[config.mk]
export PLATFORM = sky130hd
export DESIGN_NAME = arbitro_somador_sinal
export DESIGN_NICKNAME = d
export VERILOG_FILES = /design/src/rtl/arbitro_somador_sinal.sv
export SDC_FILE = /design/constraint.sdc
export NUM_CORES = 1
export LEC_CHECK = 0
export BUFFER_PORTS_ARGS = -buffer_cell sky130_fd_sc_hd__buf_4
export CORE_MARGIN = 10
export CORE_UTILIZATION = 53
export CTS_BUF_LIST = sky130_fd_sc_hd__clkbuf_4 sky130_fd_sc_hd__clkbuf_8
export DETAILED_ROUTE_END_ITERATION = 6
export MAX_ROUTING_LAYER = met4
export PLACE_DENSITY = 0.93
export REMOVE_ABC_BUFFERS = 1
export SETUP_SLACK_MARGIN = 0.15
export SYNTH_ARGS = -nofsm -noshare
export SYNTH_HDL_FRONTEND = slang
export SYNTH_SLANG_ARGS = --single-unit
[constraint.sdc]
create_clock -name clk -period 2.95 [get_ports clk]
set_input_delay 0.59 -clock clk [delete_from_list [all_inputs] [get_ports clk]]
set_output_delay 0.59 -clock clk [all_outputs]
set_load 0.01 [all_outputs]
[src/rtl/arbitro_somador_sinal.sv]
// Round-robin arbiter sharing one mixed-signedness 8-bit adder between N_REQ requesters.
// Optional overflow/carry output `flag_estouro` is enabled by defining ARBITRO_SOMADOR_FLAG_EN.
module arbitro_somador_sinal #(
  parameter int N_REQ = 2,
  parameter int ID_W  = $clog2(N_REQ),
  parameter int CNT_W = 16
) (
  input  logic                 clk,
  input  logic                 rst,
  input  logic [N_REQ-1:0]     req_valid,
  output logic [N_REQ-1:0]     req_ready,
  input  logic [N_REQ*8-1:0]   req_signed_1,
  input  logic [N_REQ*4-1:0]   req_signed_2,
  input  logic [N_REQ*8-1:0]   req_unsigned_1,
  input  logic [N_REQ*4-1:0]   req_unsigned_2,
  input  logic [N_REQ*2-1:0]   req_codigo,
  output logic [7:0]           saida,
  output logic [ID_W-1:0]      saida_id,
  output logic                 saida_valid,
  input  logic                 saida_ready,
  output logic                 ocupado,
  output logic [CNT_W-1:0]     contador_ops,
`ifdef ARBITRO_SOMADOR_FLAG_EN
  output logic                 flag_estouro,
`endif
  output logic [1:0]           estado
);

  // Handshakes: a transfer happens on a rising edge where valid & ready are both 1.
  // Producers keep data stable while valid is high and not yet accepted; req_ready is
  // combinational (grant) and saida_valid is registered and held until accepted.

  typedef enum logic [1:0] {
    OCIOSO  = 2'd0,
    CALCULA = 2'd1,
    ENTREGA = 2'd2
  } state_t;

  state_t state_q, state_d;

  logic [ID_W-1:0] ptr;
  logic [ID_W-1:0] gnt;
  logic            found;
  logic            accept;

  logic [7:0]      sel_s1, sel_u1;
  logic [3:0]      sel_s2, sel_u2;
  logic [1:0]      sel_cod;

  logic [7:0]      lat_s1, lat_u1;
  logic [3:0]      lat_s2, lat_u2;
  logic [1:0]      lat_cod;
  logic [ID_W-1:0] lat_id;

  logic [7:0]      op_a, op_b;
  logic [7:0]      resultado;

  function automatic logic [ID_W-1:0] wrap_add(input logic [ID_W-1:0] base,
                                               input int unsigned off);
    int unsigned t;
    t = 32'(base) + off;
    if (t >= N_REQ) t = t - N_REQ;
    return t[ID_W-1:0];
  endfunction

  // Round-robin search starting at ptr, wrapping modulo N_REQ.
  always_comb begin
    found = 1'b0;
    gnt   = '0;
    for (int i = 0; i < N_REQ; i++) begin
      if (!found && req_valid[wrap_add(ptr, i)]) begin
        found = 1'b1;
        gnt   = wrap_add(ptr, i);
      end
    end
  end

  assign accept = (state_q == OCIOSO) && found && !rst;

  always_comb begin
    req_ready = '0;
    for (int k = 0; k < N_REQ; k++) begin
      req_ready[k] = accept && (gnt == ID_W'(k));
    end
  end

  always_comb begin
    sel_s1  = '0;
    sel_s2  = '0;
    sel_u1  = '0;
    sel_u2  = '0;
    sel_cod = '0;
    for (int k = 0; k < N_REQ; k++) begin
      if (gnt == ID_W'(k)) begin
        sel_s1  = req_signed_1[k*8 +: 8];
        sel_s2  = req_signed_2[k*4 +: 4];
        sel_u1  = req_unsigned_1[k*8 +: 8];
        sel_u2  = req_unsigned_2[k*4 +: 4];
        sel_cod = req_codigo[k*2 +: 2];
      end
    end
  end

  // Opcode 11 mixes signedness, so signed_2 is zero-extended there.
  always_comb begin
    op_a = lat_u1;
    op_b = {4'b0000, lat_u2};
    case (lat_cod)
      2'b00: begin
        op_a = lat_s1;
        op_b = {{4{lat_s2[3]}}, lat_s2};
      end
      2'b01: begin
        op_a = lat_u1;
        op_b = {4'b0000, lat_u2};
      end
      2'b10: begin
        op_a = lat_u1;
        op_b = lat_s1;
      end
      default: begin
        op_a = lat_u1;
        op_b = {4'b0000, lat_s2};
      end
    endcase
  end

`ifdef ARBITRO_SOMADOR_FLAG_EN
  logic [8:0] soma;
  logic       flag_d;

  always_comb begin
    soma      = {1'b0, op_a} + {1'b0, op_b};
    resultado = soma[7:0];
    if (lat_cod == 2'b00) begin
      flag_d = (op_a[7] == op_b[7]) && (soma[7] != op_a[7]);
    end else begin
      flag_d = soma[8];
    end
  end
`else
  assign resultado = op_a + op_b;
`endif

  always_ff @(posedge clk) begin
    if (rst) begin
      state_q <= OCIOSO;
    end else begin
      state_q <= state_d;
    end
  end

  always_comb begin
    state_d = state_q;
    case (state_q)
      OCIOSO:  if (found) state_d = CALCULA;
      CALCULA: state_d = ENTREGA;
      ENTREGA: if (saida_valid && saida_ready) state_d = OCIOSO;
      default: state_d = OCIOSO;
    endcase
  end

  always_ff @(posedge clk) begin
    if (rst) begin
      ptr          <= '0;
      saida        <= '0;
      saida_id     <= '0;
      saida_valid  <= 1'b0;
      contador_ops <= '0;
      lat_s1       <= '0;
      lat_s2       <= '0;
      lat_u1       <= '0;
      lat_u2       <= '0;
      lat_cod      <= '0;
      lat_id       <= '0;
`ifdef ARBITRO_SOMADOR_FLAG_EN
      flag_estouro <= 1'b0;
`endif
    end else begin
      if (accept) begin
        lat_s1  <= sel_s1;
        lat_s2  <= sel_s2;
        lat_u1  <= sel_u1;
        lat_u2  <= sel_u2;
        lat_cod <= sel_cod;
        lat_id  <= gnt;
      end
      if (state_q == CALCULA) begin
        saida       <= resultado;
        saida_id    <= lat_id;
        saida_valid <= 1'b1;
`ifdef ARBITRO_SOMADOR_FLAG_EN
        flag_estouro <= flag_d;
`endif
      end
      if ((state_q == ENTREGA) && saida_valid && saida_ready) begin
        saida_valid  <= 1'b0;
        ptr          <= wrap_add(lat_id, 1);
        contador_ops <= contador_ops + 1'b1;
      end
    end
  end

  assign ocupado = (state_q != OCIOSO);
  assign estado  = state_q;

endmodule

==> flow_summary.toml <==
[outcome]
status = "finished, violations left"
failed_checks = "design-rule violations"

[clock_network]
cts_buffers = 5
htree_num_levels = 2
cts.hold.buffers_added = 0
post-cts-setup-buffers = 0
clock_latency_ns = 0.30
cts_resized = 0
cts_sinks = 56
path_clk_slew_ns = 0.09
root_buffer = "clkbuf_8"
cts_tree = "built"
clockBufferDepth = 2

[power_and_ir_drop]
powerDensity_nw_per_um2 = 449
leakage_nw = 1.52
vdd_drop_max_mv = 0.246

[sta]
setup_tns_ns = 0
max_slew_margin = 0.245
min_period_over_period = 0.854
min_period_ns = 2.52
max_freq_mhz = 397
finalClockSkew_ns = 0.00433
setup_viol = 0
drv_slew = 0
hold_viol_final = 0
holdWs_ns = 0.463
postLayoutSetupSlackWorst_ns = 0.430
rsz0062_at_grt = "no"
tightest_slew_ns = 1.13

[worst_setup_path]
critPathLaunch = "lat_cod[0]"
crit_path_start_kind = "flop"
critical_path_required_ns = 3.17
worstPathBufferInverterCount = 0
critical_path_class = "reg2reg"
rr_startpoint = "lat_cod[0]"
critPathSlowestCell = "dfxtp_1"
reg2reg_to = "saida[7]"
critical_path.top_delay_family = "compound AO/OA/AOI/OAI gates"
cp.depth = 7
cp-end-kind = "flop"
crit_path_cell_trace = "mux2_2, o21a_1, ha_1, a211oi_1, o211ai_1, a211o_1, a311oi_1"
slowest_delay_ns = 0.55
ff2ff_setup_slack_ns = 0.43
endpoint = "saida[7]"
rr_worst_depth = 7
cp_max_fo = 10
critPathArrivalTime_ns = 2.74

[layout]
syn_to_final_growth_pct = 28.7
final_util = 0.703
stdcell_count = 456
final_layout_size_suffix_gt1_frac = 0.290
final_nets = 452
num_antenna_cells = 0

[floorplanning]
core_area_um2 = 5070
std_cell_rows = 26
fp.dieW_um = 92.3
initial_utilization = 0.546
die_h_um = 92.3
boundaryPins = 88
dieArea_um2 = 8520

[synthesis]
yosys_warnings = 0
synth_cell_types = 49
synth_edf_count = 0
syn_avg_cell_area_um2 = 8.99
syn-cell-area_um2 = 2770
ys_ff_latch = 56
async_flop_share = 0
syn_inst = 308
seq_area_frac_synth = 0.405
ys.flop_type = "dfxtp_1"

[routing]
drt_pass1_iterations = 7
postRouteAntennaNets = 0
drt_iter0_drc = 254
via_per_inst = 5.93
vias = 2706
wire_per_inst_um = 17.1
wirelength_um = 7800
drc = 3

[global_route]
grt.total_usage = 0.183
grt_antenna_before_repair = 0
grt_pass1_vias = 2755
grt_pass1_wl_um = 12800
gr-total-overflow = 0
grt_start_max_net_pins = 56

[placed_design]
dp_hpwl_um = 5920
gp_congestion = 0.818
dpl_worst_slack_ns = 0.439
portBuffers = 87
dp.cells = 449

[min_path]
hold_class = "reg2reg"

[run]
cap_violations = 0
-- per-stage QoR --
| stage | instance area (um2) | power [mW] |
|---|---|---|
| finish | 3570 | 1.60 |
| global placement | 3470 | 1.17 |
| detailed placement | 3470 | 1.18 |
| CTS | 3570 | 1.61 |
| global route | 3570 | 1.68 |
| floorplan | 2690 | 1.02 |
-- routing by layer --
layer | GRT usage | vias to the layer above | part of all wire
li1 | - | 1317 | -
met1 | 0.201 | 1291 | 0.43
met2 | 0.326 | 86 | 0.50
met3 | 0.0444 | 12 | 0.052
met4 | 0.0463 | 0 | 0.012
met5 | - | - | 0
-- state kept, by name (all words and copies together) (netlist names) --
name and flops:
contador_ops 16, lat_s1 8, lat_u1 8, saida 8, lat_s2 4, lat_u2 4, estado 2, lat_cod 2
lat_id 1, ptr 1, saida_id 1, saida_valid 1
-- area by class of cell --
cell class / instances / area [um2]
multi-input cells: 222 / 1540
inverters: 9 / 33.8
clock buffers: 7 / 96.3
well taps: 70 / 87.6
repair buffers: 92 / 691
fillers: 422 / 1510
flip-flops and latches: 56 / 1120
-- how the worst min path moves through the flow --
stage | from | to | depth (start not counted)
3_3_place_gp | saida[2] | saida[2] | 2
2_1_floorplan | lat_id | saida_id | 2
5_1_grt | saida[2] | saida[2] | 2
6_report | saida_id | saida_id | 2
4_1_cts | saida[2] | saida[2] | 2
3_5_place_dp | saida[2] | saida[2] | 2
-- layout by cell type (no fill, tap or decap), types with 6 or more instances in the layout --
master | Yosys | layout
a21oi_1 | 21 | 21
a222oi_1 | 26 | 26
buf_4 | 0 | 92
clkbuf_8 | 0 | 7
dfxtp_1 | 56 | 56
ha_1 | 8 | 8
inv_1 | 9 | 9
mux2_2 | 8 | 8
nand2_1 | 18 | 18
nand3_1 | 8 | 8
nor2_1 | 43 | 43
o21ai_0 | 8 | 8
o31ai_1 | 6 | 6
xor2_1 | 6 | 6
-- worst min-delay path, stage by stage, from the launching register on --
cell     delay (ns)
dfxtp_1        0.32
nand2_1        0.05
a21oi_1        0.05
-- synth_stat cells (2+ instances only) --
library cell / instances / area [um2]
nand2_1: 18 / 67.6
xor2_1: 6 / 52.6
nor3_1: 3 / 15.0
nor2_1: 43 / 161
or4_1: 5 / 37.5
and3_1: 3 / 18.8
nand2b_1: 3 / 18.8
dfxtp_1: 56 / 1120
nand4_1: 4 / 25.0
clkbuf_1: 17 / 63.8
mux2_2: 8 / 90.1
nand3_1: 8 / 40.0
a222oi_1: 26 / 260
o31ai_1: 6 / 45.0
o211ai_1: 4 / 30.0
or3_1: 3 / 18.8
o21a_1: 5 / 37.5
nor2b_1: 4 / 25.0
a211oi_1: 5 / 37.5
buf_2: 2 / 10.0
o21ai_0: 8 / 40.0
mux2i_1: 4 / 40.0
a21oi_1: 21 / 105
nor4_1: 2 / 12.5
xnor2_1: 5 / 43.8
inv_1: 9 / 33.8
ha_1: 8 / 100
-- power breakdown --
group          switching [mW]  leakage [nW]  internal, mW
Combinational           0.163          1.02         0.170
Sequential             0.0360         0.455         0.795
Clock                   0.228        0.0503         0.209
Total                   0.427          1.52          1.17
-- cell families after synthesis --
logic type                 count (synthesis)  synth area share
muxes                                     12            0.0470
buffers and inverters                     30            0.0420
adders and majority gates                  9            0.0434
AOI/OAI and AO/OA                         86             0.240
and+or+nand+nor                          104             0.188
xor gates and xnor gates                  11            0.0348
DFF                                       56             0.405
No activity file was read; power rests on OpenSTA's default activity.
